[src/rtl/uart_pkg.sv]
// Shared register map, control/status bit positions and FSM encodings for uart_core.
// Latency: n/a (declarations only).
// Backpressure: n/a.
package uart_pkg;

  // Register offsets (byte addresses, low 8 bits decoded)
  localparam logic [7:0] ADDR_DATA   = 8'h00;
  localparam logic [7:0] ADDR_STATUS = 8'h04;
  localparam logic [7:0] ADDR_CR     = 8'h08;
  localparam logic [7:0] ADDR_BAUD   = 8'h0C;
  localparam logic [7:0] ADDR_IER    = 8'h10;

  // CR bit positions
  localparam int CR_TX_EN     = 0;
  localparam int CR_RX_EN     = 1;
  localparam int CR_PAR_EN    = 2;
  localparam int CR_PAR_EVEN  = 3;
  localparam int CR_STOP2     = 4;
  localparam int CR_CTS_EN    = 5;
  localparam int CR_DE_EN     = 6;
  localparam int CR_TX_DMA_EN = 7;
  localparam int CR_RX_DMA_EN = 8;
  localparam int CR_W         = 9;

  // STATUS bit positions
  localparam int ST_RX_VALID   = 0;
  localparam int ST_TX_EMPTY   = 1;
  localparam int ST_TX_IDLE    = 2;
  localparam int ST_RX_OVERRUN = 3;
  localparam int ST_FRAME_ERR  = 4;
  localparam int ST_PARITY_ERR = 5;

  // IER bit positions
  localparam int IER_RX_VALID = 0;
  localparam int IER_TX_EMPTY = 1;
  localparam int IER_ERR      = 2;

  typedef enum logic [2:0] {
    TX_IDLE   = 3'd0,
    TX_START  = 3'd1,
    TX_DATA   = 3'd2,
    TX_PARITY = 3'd3,
    TX_STOP   = 3'd4
  } tx_state_t;

  typedef enum logic [2:0] {
    RX_IDLE   = 3'd0,
    RX_START  = 3'd1,
    RX_DATA   = 3'd2,
    RX_PARITY = 3'd3,
    RX_STOP   = 3'd4
  } rx_state_t;

  // Parity bit that makes the 9-bit word even (even=1) or odd (even=0).
  function automatic logic parity_bit(input logic [7:0] data, input logic even);
    return even ? ^data : ~^data;
  endfunction

endpackage

[src/rtl/uart_baud_gen.sv]
// 16x-oversample tick generator: free-running counter 0..div-1, one-cycle tick at wrap.
// Latency: tick is combinational from the counter; a restart takes effect the next cycle.
// Backpressure: none, free-running; restart suppresses the tick in its own cycle.
module uart_baud_gen (
  input  logic        clk,
  input  logic        rst_n,
  input  logic [15:0] baud_div_i,
  input  logic        restart_i,
  output logic        tick_o
);

  logic [15:0] cnt_q, cnt_d;
  logic [15:0] last_val;

  // A divider of 0 behaves as 1 (tick every cycle).
  assign last_val = (baud_div_i == 16'd0) ? 16'd0 : (baud_div_i - 16'd1);

  // Use >= so a divider shrinking below the current count still wraps.
  assign tick_o = !restart_i && (cnt_q >= last_val);

  // Next count: restart, wrap, or increment.
  always_comb begin
    cnt_d = cnt_q + 16'd1;
    if (restart_i || (cnt_q >= last_val)) begin
      cnt_d = 16'd0;
    end
  end

  // Counter register.
  always_ff @(posedge clk) begin
    if (!rst_n) begin
      cnt_q <= 16'd0;
    end else begin
      cnt_q <= cnt_d;
    end
  end

endmodule

[src/rtl/uart_core.sv]
// 8-bit UART with 32-bit CSR port, 1-byte TX/RX holding registers, parity, 1/2 stop, CTS/RTS, RS-485 DE, DMA strobes.
// Latency: CSR reads are combinational; TX starts the cycle after a DATA write; intr/rts/dma outputs are registered (+1 cycle).
// Backpressure: DATA writes are dropped while the TX holding register is full; TX stalls on CTS; RX drops bytes on overrun.
module uart_core
  import uart_pkg::*;
#(
  parameter logic [15:0] DEFAULT_BAUD_DIV = 16'd27
) (
  input  logic        clk,
  input  logic        rst_n,
  input  logic        uart_rxd,
  output logic        uart_txd,
  input  logic        uart_cts_n,
  output logic        uart_rts_n,
  output logic        uart_de,
  input  logic [31:0] reg_addr,
  input  logic [31:0] reg_wdata,
  output logic [31:0] reg_rdata,
  input  logic        reg_we,
  input  logic        reg_re,
  input  logic [3:0]  reg_be,
  output logic        dma_tx_req,
  output logic        dma_rx_req,
  output logic        intr
);

  // ---------------------------------------------------------------- decode
  logic [7:0] addr;
  logic       wr_data, wr_status, wr_cr, wr_baud, wr_ier, rd_data;
  logic       unused_ok;

  assign addr      = reg_addr[7:0];
  assign wr_data   = reg_we && (addr == ADDR_DATA);
  assign wr_status = reg_we && (addr == ADDR_STATUS);
  assign wr_cr     = reg_we && (addr == ADDR_CR);
  assign wr_baud   = reg_we && (addr == ADDR_BAUD);
  assign wr_ier    = reg_we && (addr == ADDR_IER);
  assign rd_data   = reg_re && (addr == ADDR_DATA);
  assign unused_ok = ^{reg_addr[31:8], reg_wdata[31:16], reg_be[3:2]};

  // ---------------------------------------------------------------- CSRs
  logic [CR_W-1:0] cr_q;
  logic [15:0]     baud_q;
  logic [2:0]      ier_q;

  // Control registers with per-lane byte enables.
  always_ff @(posedge clk) begin
    if (!rst_n) begin
      cr_q   <= '0;
      baud_q <= DEFAULT_BAUD_DIV;
      ier_q  <= '0;
    end else begin
      if (wr_cr && reg_be[0])   cr_q[7:0]    <= reg_wdata[7:0];
      if (wr_cr && reg_be[1])   cr_q[8]      <= reg_wdata[8];
      if (wr_baud && reg_be[0]) baud_q[7:0]  <= reg_wdata[7:0];
      if (wr_baud && reg_be[1]) baud_q[15:8] <= reg_wdata[15:8];
      if (wr_ier && reg_be[0])  ier_q        <= reg_wdata[2:0];
    end
  end

  // ---------------------------------------------------------------- baud tick
  logic tick;

  uart_baud_gen u_baud_gen (
    .clk        (clk),
    .rst_n      (rst_n),
    .baud_div_i (baud_q),
    .restart_i  (wr_baud && (reg_be[0] || reg_be[1])),
    .tick_o     (tick)
  );

  // ---------------------------------------------------------------- synchronizers
  logic rxd_s1_q, rxd_s2_q, rxd_prev_q;
  logic cts_s1_q, cts_s2_q;

  // Two-flop synchronizers for the async pins, plus a delayed rxd for edge detection.
  always_ff @(posedge clk) begin
    if (!rst_n) begin
      rxd_s1_q   <= 1'b1;
      rxd_s2_q   <= 1'b1;
      rxd_prev_q <= 1'b1;
      cts_s1_q   <= 1'b1;
      cts_s2_q   <= 1'b1;
    end else begin
      rxd_s1_q   <= uart_rxd;
      rxd_s2_q   <= rxd_s1_q;
      rxd_prev_q <= rxd_s2_q;
      cts_s1_q   <= uart_cts_n;
      cts_s2_q   <= cts_s1_q;
    end
  end

  // ---------------------------------------------------------------- TX
  tx_state_t  tx_state_q, tx_state_d;
  logic [7:0] tx_shift_q, tx_shift_d;
  logic [2:0] tx_bit_q,   tx_bit_d;
  logic [3:0] tx_tick_q,  tx_tick_d;
  logic       tx_stop_q,  tx_stop_d;
  logic       tx_par_q,   tx_par_d;
  logic [7:0] tx_hold_q,  tx_hold_d;
  logic       tx_full_q,  tx_full_d;
  logic       txd_q,      txd_d;
  logic       de_q,       de_d;
  logic       cts_ok, tx_go, tx_bit_end;

  assign cts_ok     = !cr_q[CR_CTS_EN] || !cts_s2_q;
  assign tx_go      = (tx_state_q == TX_IDLE) && cr_q[CR_TX_EN] && tx_full_q && cts_ok;
  assign tx_bit_end = tick && (tx_tick_q == 4'd15);

  // TX frame sequencing and holding-register handoff; pins are decoded from next state.
  always_comb begin
    tx_state_d = tx_state_q;
    tx_shift_d = tx_shift_q;
    tx_bit_d   = tx_bit_q;
    tx_tick_d  = tx_tick_q;
    tx_stop_d  = tx_stop_q;
    tx_par_d   = tx_par_q;
    tx_hold_d  = tx_hold_q;
    tx_full_d  = tx_full_q;

    if ((tx_state_q != TX_IDLE) && tick) begin
      tx_tick_d = tx_tick_q + 4'd1;
    end

    case (tx_state_q)
      TX_IDLE: begin
        if (tx_go) begin
          tx_state_d = TX_START;
          tx_shift_d = tx_hold_q;
          tx_bit_d   = 3'd0;
          tx_tick_d  = 4'd0;
          tx_stop_d  = 1'b0;
          tx_par_d   = parity_bit(tx_hold_q, cr_q[CR_PAR_EVEN]);
        end
      end
      TX_START: begin
        if (tx_bit_end) tx_state_d = TX_DATA;
      end
      TX_DATA: begin
        if (tx_bit_end) begin
          tx_shift_d = {1'b0, tx_shift_q[7:1]};
          tx_bit_d   = tx_bit_q + 3'd1;
          if (tx_bit_q == 3'd7) begin
            tx_state_d = cr_q[CR_PAR_EN] ? TX_PARITY : TX_STOP;
          end
        end
      end
      TX_PARITY: begin
        if (tx_bit_end) tx_state_d = TX_STOP;
      end
      TX_STOP: begin
        if (tx_bit_end) begin
          if (cr_q[CR_STOP2] && !tx_stop_q) tx_stop_d = 1'b1;
          else                              tx_state_d = TX_IDLE;
        end
      end
      default: tx_state_d = TX_IDLE;
    endcase

    // Handoff frees the holding register; a write only lands when it is empty.
    if (tx_go) begin
      tx_full_d = 1'b0;
    end else if (wr_data && reg_be[0] && !tx_full_q) begin
      tx_hold_d = reg_wdata[7:0];
      tx_full_d = 1'b1;
    end

    case (tx_state_d)
      TX_START:  txd_d = 1'b0;
      TX_DATA:   txd_d = tx_shift_d[0];
      TX_PARITY: txd_d = tx_par_d;
      default:   txd_d = 1'b1;
    endcase
    de_d = cr_q[CR_DE_EN] && (tx_state_d != TX_IDLE);
  end

  // TX state registers.
  always_ff @(posedge clk) begin
    if (!rst_n) begin
      tx_state_q <= TX_IDLE;
      tx_shift_q <= 8'd0;
      tx_bit_q   <= 3'd0;
      tx_tick_q  <= 4'd0;
      tx_stop_q  <= 1'b0;
      tx_par_q   <= 1'b0;
      tx_hold_q  <= 8'd0;
      tx_full_q  <= 1'b0;
      txd_q      <= 1'b1;
      de_q       <= 1'b0;
    end else begin
      tx_state_q <= tx_state_d;
      tx_shift_q <= tx_shift_d;
      tx_bit_q   <= tx_bit_d;
      tx_tick_q  <= tx_tick_d;
      tx_stop_q  <= tx_stop_d;
      tx_par_q   <= tx_par_d;
      tx_hold_q  <= tx_hold_d;
      tx_full_q  <= tx_full_d;
      txd_q      <= txd_d;
      de_q       <= de_d;
    end
  end

  // ---------------------------------------------------------------- RX
  rx_state_t  rx_state_q, rx_state_d;
  logic [7:0] rx_shift_q, rx_shift_d;
  logic [2:0] rx_bit_q,   rx_bit_d;
  logic [3:0] rx_tick_q,  rx_tick_d;
  logic       rx_perr_q,  rx_perr_d;
  logic       rx_done, rx_ferr, rx_mid, rxd, rx_fall;

  assign rxd     = rxd_s2_q;
  assign rx_fall = rxd_prev_q && !rxd_s2_q;
  assign rx_mid  = tick && (rx_tick_q == 4'd15);

  // RX frame sequencing: confirm start at mid-bit, then sample every 16 ticks.
  always_comb begin
    rx_state_d = rx_state_q;
    rx_shift_d = rx_shift_q;
    rx_bit_d   = rx_bit_q;
    rx_tick_d  = rx_tick_q;
    rx_perr_d  = rx_perr_q;
    rx_done    = 1'b0;
    rx_ferr    = 1'b0;

    if ((rx_state_q != RX_IDLE) && tick) begin
      rx_tick_d = rx_tick_q + 4'd1;
    end

    case (rx_state_q)
      RX_IDLE: begin
        if (cr_q[CR_RX_EN] && rx_fall) begin
          rx_state_d = RX_START;
          rx_tick_d  = 4'd0;
          rx_bit_d   = 3'd0;
          rx_perr_d  = 1'b0;
        end
      end
      RX_START: begin
        if (tick && (rx_tick_q == 4'd7)) begin
          if (rxd) begin
            rx_state_d = RX_IDLE;
          end else begin
            rx_state_d = RX_DATA;
            rx_tick_d  = 4'd0;
          end
        end
      end
      RX_DATA: begin
        if (rx_mid) begin
          rx_shift_d = {rxd, rx_shift_q[7:1]};
          rx_bit_d   = rx_bit_q + 3'd1;
          if (rx_bit_q == 3'd7) begin
            rx_state_d = cr_q[CR_PAR_EN] ? RX_PARITY : RX_STOP;
          end
        end
      end
      RX_PARITY: begin
        if (rx_mid) begin
          rx_perr_d  = (rxd != parity_bit(rx_shift_q, cr_q[CR_PAR_EVEN]));
          rx_state_d = RX_STOP;
        end
      end
      RX_STOP: begin
        if (rx_mid) begin
          rx_done    = 1'b1;
          rx_ferr    = !rxd;
          rx_state_d = RX_IDLE;
        end
      end
      default: rx_state_d = RX_IDLE;
    endcase

    // Disabling the receiver abandons any frame in progress.
    if (!cr_q[CR_RX_EN]) begin
      rx_state_d = RX_IDLE;
      rx_done    = 1'b0;
      rx_ferr    = 1'b0;
    end
  end

  // RX state registers.
  always_ff @(posedge clk) begin
    if (!rst_n) begin
      rx_state_q <= RX_IDLE;
      rx_shift_q <= 8'd0;
      rx_bit_q   <= 3'd0;
      rx_tick_q  <= 4'd0;
      rx_perr_q  <= 1'b0;
    end else begin
      rx_state_q <= rx_state_d;
      rx_shift_q <= rx_shift_d;
      rx_bit_q   <= rx_bit_d;
      rx_tick_q  <= rx_tick_d;
      rx_perr_q  <= rx_perr_d;
    end
  end

  // ---------------------------------------------------------------- RX holding + status
  logic [7:0] rx_data_q;
  logic       rx_valid_q, ovr_q, ferr_q, perr_q;
  logic       rx_accept;
  logic [2:0] err_clr;

  // A same-cycle DATA read frees the slot, so the completing byte is accepted.
  assign rx_accept = rx_done && (!rx_valid_q || rd_data);
  assign err_clr   = (wr_status && reg_be[0]) ? reg_wdata[5:3] : 3'b000;

  // RX holding register and sticky error flags; a new event wins over a W1C.
  always_ff @(posedge clk) begin
    if (!rst_n) begin
      rx_data_q  <= 8'd0;
      rx_valid_q <= 1'b0;
      ovr_q      <= 1'b0;
      ferr_q     <= 1'b0;
      perr_q     <= 1'b0;
    end else begin
      if (rx_accept) begin
        rx_data_q  <= rx_shift_q;
        rx_valid_q <= 1'b1;
      end else if (rd_data) begin
        rx_valid_q <= 1'b0;
      end
      ovr_q  <= (rx_done && !rx_accept)    || (ovr_q  && !err_clr[0]);
      ferr_q <= (rx_done && rx_ferr)       || (ferr_q && !err_clr[1]);
      perr_q <= (rx_done && rx_perr_q)     || (perr_q && !err_clr[2]);
    end
  end

  // ---------------------------------------------------------------- status / outputs
  logic       tx_empty, tx_idle;
  logic [5:0] status;
  logic       intr_q, rts_n_q, dma_tx_q, dma_rx_q;

  assign tx_empty = !tx_full_q;
  assign tx_idle  = tx_empty && (tx_state_q == TX_IDLE);
  assign status   = {perr_q, ferr_q, ovr_q, tx_idle, tx_empty, rx_valid_q};

  // Registered interrupt, flow-control and DMA levels.
  always_ff @(posedge clk) begin
    if (!rst_n) begin
      intr_q   <= 1'b0;
      rts_n_q  <= 1'b1;
      dma_tx_q <= 1'b0;
      dma_rx_q <= 1'b0;
    end else begin
      intr_q   <= (ier_q[IER_RX_VALID] && rx_valid_q) ||
                  (ier_q[IER_TX_EMPTY] && tx_empty)   ||
                  (ier_q[IER_ERR] && (|status[5:3]));
      rts_n_q  <= !(cr_q[CR_RX_EN] && !rx_valid_q);
      dma_tx_q <= cr_q[CR_TX_DMA_EN] && tx_empty;
      dma_rx_q <= cr_q[CR_RX_DMA_EN] && rx_valid_q;
    end
  end

  assign uart_txd   = txd_q;
  assign uart_de    = de_q;
  assign uart_rts_n = rts_n_q;
  assign intr       = intr_q;
  assign dma_tx_req = dma_tx_q;
  assign dma_rx_req = dma_rx_q;

  // Combinational CSR read mux.
  always_comb begin
    reg_rdata = 32'd0;
    case (addr)
      ADDR_DATA:   reg_rdata = {24'd0, rx_data_q};
      ADDR_STATUS: reg_rdata = {26'd0, status};
      ADDR_CR:     reg_rdata = {{(32-CR_W){1'b0}}, cr_q};
      ADDR_BAUD:   reg_rdata = {16'd0, baud_q};
      ADDR_IER:    reg_rdata = {29'd0, ier_q};
      default:     reg_rdata = 32'd0;
    endcase
  end

endmodule

[config.mk]
export PLATFORM = sky130hd
export DESIGN_NAME = uart_core
export DESIGN_NICKNAME = d
export VERILOG_FILES = /design/src/rtl/uart_pkg.sv /design/src/rtl/uart_baud_gen.sv /design/src/rtl/uart_core.sv
export SDC_FILE = /design/constraint.sdc
export NUM_CORES = 1
export LEC_CHECK = 0
export BUFFER_PORTS_ARGS = -buffer_cell sky130_fd_sc_hd__clkbuf_2
export CORE_MARGIN = 8
export CORE_UTILIZATION = 56
export DETAILED_ROUTE_END_ITERATION = 8
export HOLD_SLACK_MARGIN = 0.06
export MAX_ROUTING_LAYER = met4
export PLACE_DENSITY_LB_ADDON = 0.05
export SLEW_MARGIN = 20
export SYNTH_ARGS = -nofsm -noshare
export SYNTH_HDL_FRONTEND = slang
export SYNTH_SLANG_ARGS = --single-unit
export TNS_END_PERCENT = 30
[constraint.sdc]
create_clock -name clk -period 4.7 [get_ports clk]
set_clock_uncertainty 0.2 [all_clocks]
set_input_delay 0 -clock clk [delete_from_list [all_inputs] [get_ports clk]]
set_output_delay 0 -clock clk [all_outputs]
set_load 0.01 [all_outputs]
==> flow_metrics.env, run 1 <==
export IMPL_startpoint_type="flop"
export IMPL_routed_wl_mm=15.6
export IMPL_area_growth_pct=21.1
export IMPL_clock_power_share_pct=55.8
export IMPL_ios=112
export IMPL_cts_sinks=115
export IMPL_placementRows=38
export IMPL_setup_viol=0
export IMPL_clockRootBuffer="clkbuf_8"
export IMPL_synth_top_area_share_pct=36.9
export IMPL_finalCriticalPeriod_ns=4.50
export IMPL_viasPerCell=5.58
export IMPL_post_cts_resized=0
export IMPL_die_h_um=122
export IMPL_internal_power_uw=1910
export IMPL_maxSlewViolCount=0
export IMPL_fp_coreArea_um2=10800
export IMPL_hold_violations=0
export IMPL_pwr_share_seq_pct=40.4
export IMPL_wl_per_cell_um=16.5
export IMPL_portBuffers=53
export IMPL_pre_cts_slack_ns=0.248
export IMPL_cts_clk_slew_worst_paths_ns=0.06
export IMPL_drc=0
export IMPL_ctsLongestPathBuffers=2
export IMPL_antenna_cells=0
export IMPL_die_area_um2=14800
export IMPL_synthTopCellsByArea="dfxtp_1 (37%), mux2i_1 (8.8%), ha_1 (5.0%), nor2b_1 (4.7%), nand2_1 (4.1%)"
export IMPL_grt_pass1_wl_mm=25.4
export IMPL_place_congestion=0.931
export IMPL_max_freq_mhz=222
export IMPL_netSwitchingPower_uw=521
export IMPL_rsz0062_at_grt="true"
export IMPL_cts_tree="yes"
export IMPL_yosysTopAreaCell="dfxtp_1"
export IMPL_p_comb_share_pct=3.8
export IMPL_h_tree_depth=4
export IMPL_yosys_warnings=0
export IMPL_worstSkewPairLatency_ns=0.54
export IMPL_netlist_top_cells_count="dfxtp_1 (115), nand2_1 (69), nor2_1 (62), mux2i_1 (55), nor2b_1 (47)"
export IMPL_numCtsBuffers=17
export IMPL_status="finished clean"
export IMPL_fin_cells=941
export IMPL_relSlewSlack_pct=39.3
export IMPL_drtAntennaViolNets=0
export IMPL_grt_usage_pct=22.3
export IMPL_worst_slew_pin_slew_ns=0.904
export IMPL_drive_gt1_share_pct=13.5
export IMPL_setup_slack_ns=0.203
export IMPL_dp_cells=869
export IMPL_seq_area_frac_synth_pct=36.9
export IMPL_start_util_pct=57.6
export IMPL_dr_pass1_iters=5
export IMPL_cpMaxStageDelayCell="or4_1"
export IMPL_p_per_area_nw_per_um2=322
export IMPL_antenna_found_initial=0
export IMPL_period_share_pct=95.7
export IMPL_setup_tns_ns=0
export IMPL_cp_max_fo=7
export IMPL_cap_viol_max_count=0
export IMPL_grt_pass1_vias=5099
export IMPL_synth_most_common_cell="dfxtp_1"
export IMPL_max_stage_delay_ns=0.59
export IMPL_synth_cell_area_um2=6240
export IMPL_synthFlopType="dfxtp_1"
export IMPL_ys_ff_latch=115
export IMPL_dp_hpwl_mm=11.1
export IMPL_max_vdd_ir_drop_uv=315
export IMPL_arrival_ns=4.75
export IMPL_grt_ovfl_total=0
export IMPL_hold_class="primary input to flop"
export IMPL_synthDistinctLibCells=72
export IMPL_grt_max_degree=75
export IMPL_drt_iter0_markers=457
export IMPL_avgSynthCellArea_um2=8.89
export IMPL_critPathCaptureType="flop"
export IMPL_worstPathRequired_ns=4.95
export IMPL_die_width_um=122
export IMPL_final_nets=887
export IMPL_path_class="flop to flop"
export IMPL_netSwitchingFraction_pct=21.4
export IMPL_vias=5251
export IMPL_synth_edf_count=0
export IMPL_p_leak_uw=0.00312
export IMPL_path_cells="or4_1, or3_1, nor4_1, xor2_1, nand2_1, ha_1, nand4_2, a211o_1, o32ai_1, o21ai_1, a221o_1, a311o_1, o31ai_2"
export IMPL_syn_inst=702
export IMPL_async_flop_share_pct=0
## critical path, delay by kind of cell, from the launching register on
family / cells / cell delay (ns)
AO/OA/AOI/OAI: 6 / 1.88
XOR/XNOR: 1 / 0.17
adder cells (fa/ha/maj): 1 / 0.30
flip-flops: 1 / 0.38
AND/OR/NAND/NOR: 5 / 1.50
## stage by stage
stage / cell area, um2 / util (%) / total power (uW) / hold slack, ns
finish: 7560 / 69.7 / 2440 / 0.135
global route: 7560 / 69.7 / 2500 / 0.134
CTS: 7560 / 69.7 / 2450 / 0.0998
detailed placement: 6540 / 60.3 / 1080 / -0.0102
global placement: 6540 / 60.3 / 1070 / -0.0142
floorplan: 6300 / - / 1060 / -0.0985
## what timing repair did
item / CTS / global route
buffers inserted: 0 / 0
endpoints found under the setup margin: 0 / 1
hold buffers: 40 / 0
hold endpoints to repair: 71 / 0
## logic make-up after synthesis
logic type | share of synthesized area [%]
adders and majority gates | 5.01
xor gates and xnor gates | 6.81
AOI/OAI and AO/OA | 13.0
muxes | 9.00
and+or+nand+nor | 24.0
other | 0.0601
DFF | 36.9
buffers and inverters | 5.23
## sequential cells by signal, indices dropped and copies added (netlist names), 3 cells and up
signal / cells
baud_q: 16
cr_q: 9
ier_q: 3
rx_bit_q: 3
rx_data_q: 8
rx_shift_q: 8
rx_state_q: 3
rx_tick_q: 4
tx_bit_q: 3
tx_hold_q: 8
tx_shift_q: 8
tx_state_q: 3
tx_tick_q: 4
u_baud_gen.cnt_q: 16
## power by group through the flow
stage          Clock (uW)  Combinational [uW]  Sequential (uW)
2_1_floorplan           0                53.1             1000
3_3_place_gp            0                69.8             1000
3_5_place_dp            0                70.6             1010
4_1_cts              1370                89.6              984
5_1_grt              1420                99.7              984
6_report             1360                92.0              985
## final timing paths
path                start       endpoint  slack, ns  cells past startpoint
max             baud_q[3]  rx_state_q[0]       0.20                     13
min          reg_wdata[8]        cr_q[8]       0.13                      4
max reg2reg     baud_q[3]  rx_state_q[0]       0.20                     13
min reg2reg      rxd_s1_q            rxd       0.21                      1
## metal layers
layer | share of wire [%] | up-vias | global-route usage [%]
li1 | - | 2593 | -
met1 | 47 | 2465 | 27.8
met2 | 44 | 159 | 33.4
met3 | 5.8 | 34 | 5.69
met4 | 2.8 | 0 | 10.0
met5 | 0 | - | -
## cells in the final DEF (no fill, tap or decap), types with 4 or more instances in the layout
cell / instances
xor2_1: 22
or4_1: 5
or3_1: 4
dfxtp_1: 115
nand3_1: 29
a221o_1: 4
ha_1: 25
nand2b_1: 11
mux2i_1: 55
nand2_1: 69
nand4_1: 9
clkbuf_16: 16
buf_4: 7
and3_1: 9
a21boi_0: 13
nor4_1: 4
or2_2: 4
nor3_1: 8
and2_1: 17
nor2b_1: 47
a21oi_1: 12
conb_1: 16
a22oi_1: 13
nand3b_1: 5
xnor2_1: 24
o22ai_1: 4
clkbuf_2: 53
o21ai_1: 10
bufinv_16: 4
dlygate4sd3_1: 40
clkinv_4: 4
nor2_1: 62
inv_1: 13
o21ai_0: 7
## cell type report
cell class | count | area, um2
Multi-Input combinational cell | 540 | 3670
Fill cell | 844 | 3280
Sequential cell | 115 | 2300
Timing Repair Buffer | 101 | 738
Clock buffer | 21 | 449
Clock inverter | 11 | 176
Tap cell | 140 | 175
Inverter | 13 | 48.8
Note: power is estimated with default switching activity, not from simulation.
==> run 2, diff against run 1 <==
--- a/config.mk
+++ b/config.mk
@@ -6,6 +6,7 @@
 export NUM_CORES = 1
 export LEC_CHECK = 0
 export BUFFER_PORTS_ARGS = -buffer_cell sky130_fd_sc_hd__clkbuf_2
+export CORE_ASPECT_RATIO = 0.5
 export CORE_MARGIN = 8
 export CORE_UTILIZATION = 56
 export DETAILED_ROUTE_END_ITERATION = 8
==> flow_metrics.env, run 2 (synthesis gave the netlist of run 1 again) <==
export IMPL_place_congestion=0.917
export IMPL_grt_usage_pct=20.5
export IMPL_antenna_cells=0
export IMPL_layout_commonest_cell="dfxtp_1"
export IMPL_clock_power_share_pct=56.9
export IMPL_hold_violations=0
export IMPL_ios=112
export IMPL_reg2regPathDepth=13
export IMPL_final_nets=881
export IMPL_p_comb_share_pct=3.5
export IMPL_critPathCaptureType="flop"
export IMPL_drc=0
export IMPL_cp_max_fo=7
export IMPL_period_share_pct=94.2
export IMPL_grt_max_degree=74
export IMPL_multiInputGateArea_um2=3690
export IMPL_worst_slew_pin_slew_ns=0.972
export IMPL_rrSetupSlack_ns=0.27
export IMPL_maxSlewViolCount=0
export IMPL_finalCriticalPeriod_ns=4.43
export IMPL_numCtsBuffers=17
export IMPL_relSlewSlack_pct=34.7
export IMPL_dr_pass1_iters=5
export IMPL_worstPathRequired_ns=4.82
export IMPL_fin_cells=939
export IMPL_hold_class="primary input to flop"
export IMPL_pwr_share_seq_pct=39.6
export IMPL_die_width_um=165
export IMPL_dp_cells=875
export IMPL_timing_rr_start="baud_q[3]"
export IMPL_fp_coreArea_um2=10900
export IMPL_h_tree_depth=4
export IMPL_portBuffers=53
export IMPL_placementRows=27
export IMPL_drtAntennaViolNets=0
export IMPL_utilization_pct=68.9
export IMPL_largest_registers="baud_q x16, u_baud_gen.cnt_q x16, cr_q x9"
export IMPL_netSwitchingFraction_pct=20.7
export IMPL_status="finished clean"
export IMPL_p_per_area_nw_per_um2=330
export IMPL_min_to="ier_q[2]"
export IMPL_fillers=893
export IMPL_worstReg2RegEnd="rx_state_q[0]"
export IMPL_max_stage_delay_ns=0.60
export IMPL_dp_hpwl_mm=10.7
export IMPL_die_h_um=90.7
export IMPL_antenna_found_initial=0
export IMPL_grt_ovfl_total=0
export IMPL_wl_per_cell_um=15.7
export IMPL_startpoint_type="flop"
export IMPL_p_leak_uw=0.00312
export IMPL_viasPerCell=5.48
export IMPL_routed_wl_mm=14.8
export IMPL_cpMaxStageDelayCell="or4_1"
export IMPL_path_class="flop to flop"
export IMPL_min_delay_path_depth=5
export IMPL_rsz0062_at_grt="true"
export IMPL_die_area_um2=15000
export IMPL_grt_pass1_vias=4954
export IMPL_seq_area_um2=2300
export IMPL_cts_sinks=115
export IMPL_final_cell_mix="dfxtp_1 (115), nand2_1 (69), nor2_1 (62)"
export IMPL_worstSkewPairLatency_ns=0.41
export IMPL_cts_setup_buffers=0
export IMPL_grt_pass1_wl_mm=24.0
export IMPL_cts_tree="yes"
export IMPL_arrival_ns=4.55
export IMPL_cap_viol_max_count=0
export IMPL_drt_iter0_markers=405
export IMPL_internal_power_uw=1970
export IMPL_netSwitchingPower_uw=514
export IMPL_clockRootBuffer="clkbuf_16"
export IMPL_max_freq_mhz=226
export IMPL_hold_path_startpoint="reg_addr[4]"
export IMPL_start_util_pct=57.0
export IMPL_ctsLongestPathBuffers=2
export IMPL_cts_clk_slew_worst_paths_ns=0.05
export IMPL_path_cells="or4_1, or3_1, nor3_1, xor2_1, nand2_1, ha_1, nand4_1, a211o_1, o32ai_1, o21ai_2, a221o_1, a311o_1, o31ai_2"
export IMPL_setup_viol=0
export IMPL_max_vdd_ir_drop_uv=262
export IMPL_vias=5148
export IMPL_area_growth_pct=20.8
export IMPL_drive_gt1_share_pct=14.1
## run 2: per-stage QoR
| stage | setup slack, ns | power (uW) | instance area [um2] | setup TNS [ns] | hold slack, ns |
|---|---|---|---|---|---|
| floorplan | 0.489 | 1060 | 6300 | 0 | -0.0985 |
| global placement | 0.308 | 1080 | 6550 | 0 | -0.0196 |
| detailed placement | 0.265 | 1080 | 6550 | 0 | -0.0167 |
| CTS | 0.241 | 2510 | 7530 | 0 | 0.0735 |
| global route | -0.0470 | 2550 | 7540 | -0.0762 | 0.175 |
| finish | 0.271 | 2490 | 7540 | 0 | 0.101 |
## run 2: final cells by class
cell class | count | share of cell area, %
Sequential cell | 115 | 30.5
Timing Repair Buffer | 95 | 8.96
Clock inverter | 12 | 2.70
Clock buffer | 19 | 5.87
Inverter | 13 | 0.647
Tap cell | 145 | 2.41
Multi-Input combinational cell | 540 | 48.9
## run 2: worst max-delay path by stage
stage / start / to / slack (ns)
final: baud_q[3] / rx_state_q[0] / 0.27
after global routing: baud_q[3] / rx_state_q[1] / -0.05
after CTS: baud_q[3] / rx_state_q[1] / 0.24
after detailed placement: baud_q[3] / rx_state_q[0] / 0.26
after global placement: baud_q[3] / rx_state_q[0] / 0.31
after floorplan: baud_q[3] / rx_shift_q[0] / 0.49
## run 2: layer usage
metal,up-vias,track usage [%],routed length [um]
met2,128,31.2,6600
met4,0,6.43,201
met1,2419,26.5,7110
met5,-,-,0
met3,19,4.50,868
li1,2582,-,-
## run 2: critical path: cells and delay by family (launching register included)
| family | cells | cell delay (ns) |
|---|---|---|
| compound gates | 6 | 1.87 |
| xor+xnor | 1 | 0.16 |
| fa+ha+maj | 1 | 0.30 |
| flops | 1 | 0.36 |
| simple gates | 5 | 1.45 |
## run 2: power by group through the flow
| stage | sequential (uW) | combinational (uW) | clock, uW |
|---|---|---|---|
| global placement | 1010 | 70.5 | 0 |
| finish | 984 | 88.0 | 1420 |
| detailed placement | 1010 | 70.4 | 0 |
| global route | 984 | 96.0 | 1470 |
| CTS | 984 | 86.7 | 1430 |
| floorplan | 1000 | 53.1 | 0 |
## run 2: timing repair
| item | 4_1_cts | 5_1_grt |
|---|---|---|
| hold buffers | 33 | 0 |
| hold endpoints to repair | 60 | 0 |
| gates resized for setup | 0 | 3 |
| endpoints found under the setup margin | 0 | 20 |
==> run 3, diff against run 2 <==
==> constraint.sdc (replaced) <==
create_clock -name clk -period 4.7 [get_ports clk]
set_clock_uncertainty 0.2 [all_clocks]
set_input_delay 0.47 -clock clk [delete_from_list [all_inputs] [get_ports clk]]
set_output_delay 0.47 -clock clk [all_outputs]
set_load 0.01 [all_outputs]
==> flow_metrics.env, run 3 (synthesis gave the netlist of run 1 again) <==
export IMPL_status="finished clean"
export IMPL_grt_pass1_vias=4921
export IMPL_p_leak_uw=0.00298
export IMPL_h_tree_depth=4
export IMPL_cts_tree="yes"
export IMPL_setup_viol=0
export IMPL_finalCriticalPeriod_ns=4.41
export IMPL_ctsLongestPathBuffers=2
export IMPL_dp_hpwl_mm=10.7
export IMPL_ios=112
export IMPL_max_vdd_ir_drop_uv=215
export IMPL_cts_clk_slew_worst_paths_ns=0.05
export IMPL_vias=4985
export IMPL_final_cell_mix="dfxtp_1 (115), nand2_1 (69), nor2_1 (62)"
export IMPL_worstPathRequired_ns=4.85
export IMPL_startpoint_type="flop"
export IMPL_drtAntennaViolNets=0
export IMPL_layout_commonest_cell="dfxtp_1"
export IMPL_die_h_um=90.7
export IMPL_numCtsBuffers=17
export IMPL_utilization_pct=65.8
export IMPL_antenna_cells=0
export IMPL_drive_gt1_share_pct=15.4
export IMPL_path_class="flop to flop"
export IMPL_drt_iter0_markers=358
export IMPL_cp_max_fo=13
export IMPL_fp_coreArea_um2=10900
export IMPL_placementRows=27
export IMPL_area_growth_pct=15.3
export IMPL_critPathCaptureType="flop"
export IMPL_period_share_pct=93.9
export IMPL_worst_slew_pin_slew_ns=1.10
export IMPL_hold_class="primary input to flop"
export IMPL_pre_cts_slack_ns=0.184
export IMPL_setup_slack_ns=0.288
export IMPL_p_total_uw=2290
export IMPL_grt_ovfl_total=0
export IMPL_drc=0
export IMPL_relSlewSlack_pct=26.0
export IMPL_die_width_um=165
export IMPL_viasPerCell=5.48
export IMPL_grt_usage_pct=20.8
export IMPL_grt_pass1_wl_mm=24.3
export IMPL_worstSkewPairLatency_ns=0.41
export IMPL_largest_registers="baud_q x16, u_baud_gen.cnt_q x16, cr_q x9"
export IMPL_maxSlewViolCount=0
export IMPL_die_area_um2=15000
export IMPL_antenna_found_initial=0
export IMPL_max_freq_mhz=227
export IMPL_final_nets=850
export IMPL_cts_sinks=115
export IMPL_cap_viol_max_count=0
export IMPL_wl_per_cell_um=16.1
export IMPL_hold_violations=0
export IMPL_routed_wl_mm=14.6
export IMPL_arrival_ns=4.56
export IMPL_place_congestion=0.911
export IMPL_grt_max_degree=55
export IMPL_portBuffers=53
export IMPL_p_per_area_nw_per_um2=318
export IMPL_dr_pass1_iters=6
export IMPL_clockRootBuffer="clkbuf_16"
export IMPL_start_util_pct=57.0
## run 3: power breakdown
group | switching [uW] | internal [uW] | total, uW
clock network | 483 | 748 | 1230
registers | 4.66 | 979 | 984
logic | 47.0 | 30.8 | 77.8
## run 3: cell type report
| type | count | area [um2] |
|---|---|---|
| Clock buffer | 19 | 443 |
| Clock inverter | 13 | 126 |
| Fill cell | 929 | 3740 |
| Inverter | 13 | 48.8 |
| Multi-Input combinational cell | 540 | 3720 |
| Sequential cell | 115 | 2300 |
| Tap cell | 145 | 181 |
| Timing Repair Buffer | 64 | 378 |
## run 3: worst paths after layout
path | start | to | slack, ns | cells past startpoint
min | reg_wdata[15] | baud_q[15] | 0.13 | 3
max | baud_q[3] | rx_bit_q[0] | 0.29 | 14
max reg2reg | baud_q[3] | rx_bit_q[0] | 0.29 | 14
min reg2reg | cts_s1_q | cts_s2_q | 0.24 | 1
## run 3: what timing repair did
action | in CTS | in global routing
setup buffers | 0 | 2
gates resized for setup | 0 | 9
endpoints found under the hold margin | 2 | 0
endpoints found under the setup margin | 0 | 21
hold buffers | 2 | 0
## run 3: through the flow
| stage | cell area [um2] | setup TNS (ns) | hold WS (ns) | cells |
|---|---|---|---|---|
| floorplan | 6300 | 0 | 0.186 | 717 |
| global placement | 6550 | 0 | 0.201 | 873 |
| detailed placement | 6550 | 0 | 0.238 | 873 |
| CTS | 7140 | 0 | 0.115 | 907 |
| global route | 7200 | -0.00660 | 0.133 | 909 |
| finish | 7200 | 0 | 0.128 | 909 |
## run 3: worst max-delay path, stage by stage, from the launching register on
cell      delay [ns]
dfxtp_1         0.37
or4_1           0.58
or3_1           0.46
nor4_2          0.19
xor2_1          0.17
nand2_1         0.07
ha_1            0.30
nand4_2         0.15
a211o_1         0.31
o32a_4          0.47
a211oi_4        0.34
and3_1          0.27
buf_12          0.16
mux2i_1         0.18
and2_1          0.13
## run 3: per-layer routing
metal	global-route usage (%)	vias up	wire length (um)
li1	-	2531	-
met1	26.9	2312	7050
met2	30.8	128	6270
met3	5.96	14	1110
met4	6.50	0	182
met5	-	-	0
